<file path="config.mk">
export PLATFORM = sky130hd
export DESIGN_NAME = mac_accumulator
export DESIGN_NICKNAME = d
export VERILOG_FILES = /design/src/rtl/mac_accumulator.sv
export SDC_FILE = /design/constraint.sdc
export NUM_CORES = 1
export LEC_CHECK = 0
export ABC_AREA = 1
export CORE_UTILIZATION = 35
export DETAILED_ROUTE_END_ITERATION = 7
export HOLD_SLACK_MARGIN = 0.12
export PLACE_DENSITY = 0.61
export SETUP_SLACK_MARGIN = 0.05
export SYNTH_ARGS = -nofsm -noshare
export SYNTH_HDL_FRONTEND = slang
export SYNTH_SLANG_ARGS = --single-unit
</file>
<file path="constraint.sdc">
create_clock -name clk -period 2.2 [get_ports clk]
set_input_delay 0.44 -clock clk [delete_from_list [all_inputs] [get_ports clk]]
set_output_delay 0.44 -clock clk [all_outputs]
set_load 0.02 [all_outputs]
</file>
<file path="src/rtl/mac_accumulator.sv">
// mac_accumulator: sums N consecutive 8-bit unsigned products into one
// saturating ACC_W-bit result, with valid/ready on both sides. A two-state
// FSM alternates between accumulating (ACCUM) and presenting a finished
// result (HOLD). The sticky overflow flag reports any saturating addition
// within the result.
module mac_accumulator #(
   parameter int N     = 4,   // products per result, 1..255
   parameter int ACC_W = 12   // accumulator/result width, >= 8
) (
   input  logic             clk,
   input  logic             rst_n,
   input  logic             clear,
   input  logic             in_valid,
   output logic             in_ready,
   input  logic [7:0]       prod,
   output logic             out_valid,
   input  logic             out_ready,
   output logic [ACC_W-1:0] out_sum,
   output logic             out_ovf
);

   localparam logic [0:0] ST_ACCUM = 1'b0;
   localparam logic [0:0] ST_HOLD  = 1'b1;

   logic [0:0]       r_state;
   logic [ACC_W-1:0] r_acc;
   logic [7:0]       r_cnt;
   logic             r_ovf;
   logic [ACC_W-1:0] r_out_sum;
   logic             r_out_ovf;

   logic             w_accept;
   logic             w_last;
   logic [ACC_W:0]   w_sum_ext;
   logic             w_add_ovf;
   logic [ACC_W-1:0] w_sum;

   // Handshake: clear blocks acceptance; input and output sides never overlap.
   assign in_ready  = (r_state == ST_ACCUM) & ~clear;
   assign out_valid = (r_state == ST_HOLD);
   assign w_accept  = in_valid & in_ready;
   assign w_last    = (r_cnt == 8'(N - 1));

   // Saturating add: carry out of the ACC_W-bit sum clamps to all-ones.
   assign w_sum_ext = {1'b0, r_acc} + {{(ACC_W + 1 - 8){1'b0}}, prod};
   assign w_add_ovf = w_sum_ext[ACC_W];
   assign w_sum     = w_add_ovf ? '1 : w_sum_ext[ACC_W-1:0];

   assign out_sum = r_out_sum;
   assign out_ovf = r_out_ovf;

   // FSM, partial sum, term count and sticky overflow.
   always_ff @(posedge clk or negedge rst_n) begin
      if (!rst_n) begin
         r_state <= ST_ACCUM;
         r_acc   <= '0;
         r_cnt   <= '0;
         r_ovf   <= 1'b0;
      end else begin
         case (r_state)
            ST_ACCUM: begin
               if (clear) begin
                  r_acc <= '0;
                  r_cnt <= '0;
                  r_ovf <= 1'b0;
               end else if (w_accept) begin
                  if (w_last) begin
                     r_acc   <= '0;
                     r_cnt   <= '0;
                     r_ovf   <= 1'b0;
                     r_state <= ST_HOLD;
                  end else begin
                     r_acc <= w_sum;
                     r_cnt <= r_cnt + 8'd1;
                     r_ovf <= r_ovf | w_add_ovf;
                  end
               end
            end
            ST_HOLD: begin
               if (out_ready) begin
                  r_state <= ST_ACCUM;
               end
            end
            default: r_state <= ST_ACCUM;
         endcase
      end
   end

   // Result registers load only on the final accept of a result.
   always_ff @(posedge clk or negedge rst_n) begin
      if (!rst_n) begin
         r_out_sum <= '0;
         r_out_ovf <= 1'b0;
      end else if ((r_state == ST_ACCUM) && w_accept && w_last) begin
         r_out_sum <= w_sum;
         r_out_ovf <= r_ovf | w_add_ovf;
      end
   end

endmodule

</file>
======== Word level (Yosys, flattened, before mapping) ========
Index checks and enable logic that the tools add are counted.
cells by class
  mux-type cells .......................... 15
  reduce and logical (&&, ||, !) cells .... 4
  add/sub/neg operators ................... 2
  eq/ne operators ......................... 1
  bitwise logic cells ..................... 5
operators by type and width
  cell                                                             count
  12-bit 2-to-1 mux                                                4
  8-bit 2-to-1 mux                                                 3
  12-bit by 8-bit adder with 13-bit output                         1
  8-bit by 1-bit adder with 8-bit output, second input constant    1
  8-bit by 2-bit == test with 1-bit output, second input constant  1
  1-bit 2-to-1 mux                                                 7
  1-bit AND                                                        2
  1-bit logical AND                                                2
  1-bit NOT                                                        2
  1-bit case mux with 2 select lines                               1
  2-bit AND reduction                                              1
  2-bit nonzero test                                               1
  1-bit bitwise OR                                                 1
word-level totals
  logic and storage cells ................. 33
  input port bits ......................... 13
  register bits after elaboration ......... 35
  output and inout bits ................... 15

======== Logic depth before layout (Yosys ltp) ========
  depth after elaboration ................. 6
  mapped depth ............................ 11
  mapped depth without buffers ............ 11

======== Worst setup path before layout ========
No wires, ideal clock.
  path kind ............................... input to register
  start point ............................. input port prod[0]
  end point ............................... register r_acc[8]
  setup slack ............................. 0.373 ns
  stages on the path ...................... 10
  arrival time ............................ 1.706 ns
  required time ........................... 2.079 ns
  buffers on the path ..................... 0
  path through ............................ ha_1 fa_1 nand3_2 nand2_1 nand2_2 nand2_4 nand2_4 nand3_1 nand2_1 o21ai_1
on the way
  longest elaborated chain between the ends .. 5
RTL lines
  what                                      line  text
  from (decl)                               15    input logic [7:0] prod,
  12-bit by 8-bit adder with 13-bit output  45    assign w_sum_ext = {1'b0, r_acc} + {{(ACC_W + 1 - 8){1'b0}}, prod};
  12-bit 2-to-1 mux                         47    assign w_sum = w_add_ovf ? '1 : w_sum_ext[ACC_W-1:0];
  12-bit 2-to-1 mux                         67    if (w_last) begin
  12-bit 2-to-1 mux                         66    end else if (w_accept) begin
  12-bit 2-to-1 mux                         62    if (clear) begin
  to (signal assigned)                      73    r_acc <= w_sum;
  to (decl)                                 26    logic [ACC_W-1:0] r_acc;
No other way between the ends. The select of a mux whose other input is x is not followed.
A chain may end at the register's enable or synchronous reset.

======== Worst setup path after layout ========
  start point ............................. input port prod[0]
  end point ............................... register r_acc[3]
The elaborated chain is that of the path after synthesis.

==> flow_summary.ini <==
[floorplanning]
initial_core_util_pct = 37.1
die_h_um = 79.1
core_area_sq_mm = 0.00561
die_area_sq_mm = 0.00626
rows = 27
die_x_um = 79.1
io_pins = 28

[yosys]
syn_nets = 303
syn-instance-count = 280
synth_top_family_by_area = simple AND/OR/NAND/NOR gates
synth_cell_types = 28
synth.cell_area_sq_mm = 0.00208
synth_seq_area_share_pct = 42.1
synth-simple-area-share_pct = 31.1
synth_seq_cells = 35
synth_compound_area_share_pct = 10.8
synthMuxAreaShare_pct = 0
synth_xor_area_share_pct = 1.68
syn_avg_cell_area_sq_um = 7.44
yosysWarnings = 0
synth_fa_ha_area_share_pct = 6.37

[timing]
relSlewSlack_pct = 70.6
finalHoldViolCount = 0
hold_ws_ns = 0.478
fin_crit_sh_pct = 91.2
drv_slew = 0
fmax_mhz = 498
layout_min_cycle_time_ns = 2.01
worst_slew_pin_slew_ns = 0.436
rsz0062_at_grt = true
finalClockSkew_ns = 0.0121
fin_ws_ns = 0.194
setup-tns-final_ns = 0
setup_viol = 0

[drt]
remaining_drc_errors = 0
wl_per_cell_um = 11.6
drtIter0Drc = 87
via_count = 1866
viasPerCell = 4.70
drt-total-wl_um = 4620
dr.pass1.iters = 4
antenna_left = 0

[min_path]
holdPathEnd = out_sum[9]
hold_path_class = flop to flop
min_from = out_sum[9]
whs_path_depth = 2

[clock_network]
clock_sinks = 35
clk_latency_ns = 0.29
h-tree-depth = 2
cts_buffers = 5
root_buffer = clkbuf_8
cts_buffer_depth = 2
cts_tree = built
clk_pin_slew_ns = 0.07

[worst_setup_path]
critPathMaxFanout = 8
max_stage_delay_ns = 0.42
cp-end-kind = flop
worstPathCellList = clkdlybuf4s50_1, ha_1, fa_2, nand3_2, nand2_1, nand2_2, nand2_4, a21oi_1, o21ai_0
required_ns = 2.36
critPathKind = input pin to flop
r2r_cells = 8
cp-start-kind = input pin
timing.rr.start = r_acc[0]
r2r-end = r_acc[3]
crit_arrival_ns = 2.17
ff2ff_setup_slack_ns = 0.41
critPathSlowestCell = clkdlybuf4s50_1

[run]
cap_violations = 0

[global_route]
antenna_found_initial = 0
grt_overflow = 0
grt_max_degree = 36
grt_pass1_vias = 1780
grt_first_pass_wirelength_um = 8170
grt_use_total_pct = 16.9

[layout]
nets = 347
area_growth_pct = 27.9
antennaDiodeCount = 0
finalInstanceArea_sq_mm = 0.00266
drive_above_1_share_pct = 11.7

[placement]
placed_area_sq_mm = 0.00251
globalplace.congestion = 0.821
place_ws_ns = -0.176
hpwl_um = 3490
portBuffers = 27

[outcome]
status = finished, final reports clean

[power_and_ir_drop]
peakVddDrop_uv = 517
cellLeakagePower_nw = 1.34
pwr_density_cell_mw_per_mm2 = 947
through the flow:
| step | instances | power [W] | util [%] |
|---|---|---|---|
| final | 397 | 0.00252 | 47.5 |
| after global routing | 397 | 0.00270 | 47.5 |
| after CTS | 396 | 0.00255 | 47.1 |
| after detailed placement | 388 | 0.00184 | 44.7 |
| after global placement | 388 | 0.00184 | 44.7 |
| after floorplan | 280 | 0.00146 | - |
final cells by class:
cell class                      count  area (sq um)
Fill cell                         592          2950
Inverter                           36           135
Timing Repair Buffer               41           374
Clock inverter                      3          67.6
Sequential cell                    35           876
Clock buffer                        5          68.8
Tap cell                           72          90.1
Multi-Input combinational cell    205          1050
synthesized netlist by cell type:
library cell	n	area share, %
inv_1	33	5.9
o21ai_0	14	3.4
buf_6	2	1.1
nand2_1	98	18
a21oi_2	2	0.84
nand2_2	1	0.30
buf_2	1	0.24
a21oi_1	11	2.6
o211ai_1	2	0.72
a22o_1	1	0.42
fa_1	1	0.96
o21ai_1	4	0.96
ha_1	9	5.4
nand3_1	18	4.3
clkbuf_1	1	0.18
nor2_4	1	0.54
nor2_1	23	4.1
dfrtp_1	35	42
xor2_1	4	1.7
nor3_2	1	0.48
a21o_1	1	0.36
nor2_2	2	0.60
nand2_4	2	1.1
inv_2	3	0.54
o21ai_2	2	0.84
a31oi_1	2	0.60
nand4_1	5	1.5
nand3_2	1	0.48
metal layers:
layer  share of wire [%]  track usage, %  vias up  routed length (um)
li1                    -               -      977                   -
met1                  52            23.3      856                2390
met2                  44            26.5       29                2020
met3                 3.3            3.79        4                 154
met4                 1.1            4.91        0                  49
met5                   0               0        -                   0
placed cells by master, fill, tap and decap left out, types with 5 or more instances in the layout:
cell,n
buf_4,14
clkdlybuf4s50_1,26
inv_1,33
a21oi_1,11
ha_1,9
nor2_1,23
nand4_1,5
nand2_1,98
o21ai_0,14
dfrtp_1,35
clkbuf_8,5
nand3_1,18
state kept, by name, indices dropped and copies added (netlist names):
signal / count
out_sum: 12
r_ovf: 1
out_ovf: 1
r_acc: 12
r_cnt: 8
out_valid: 1
report_power, final:
part	internal [W]	switching, W
clock	0.000452	0.000239
combinational	0.000418	0.000527
sequential	0.000789	0.0000974
total	0.00166	0.000863
repair_timing:
item                       CTS  global route
buffers inserted             0             1
cloned                       0             0
hold buffers                 0             0
resized for setup            1             2
setup endpoints to repair    1            18
worst max-delay path by stage:
stage	start	to	depth (start not counted)
after floorplan	prod[0]	r_acc[8]	10
after global placement	prod[0]	out_sum[8]	11
after detailed placement	prod[0]	r_acc[9]	11
after CTS	prod[0]	out_sum[8]	11
after global routing	prod[0]	out_sum[9]	11
final	prod[0]	r_acc[3]	9
cell families (layout without fill, tap and decap cells):
| family | after synthesis | in the layout |
|---|---|---|
| simple gates | 152 | 152 |
| xor+xnor | 4 | 4 |
| flops | 35 | 35 |
| buf+inv | 40 | 85 |
| compound gates | 39 | 39 |
| fa+ha+maj | 10 | 10 |
critical path: cells and delay by family:
family          cells  cell delay (ns)
simple gates        4             0.38
compound gates      2             0.34
fa+ha+maj           2             0.59
buf+inv             1             0.42
Power figures use the tool's default switching activity.
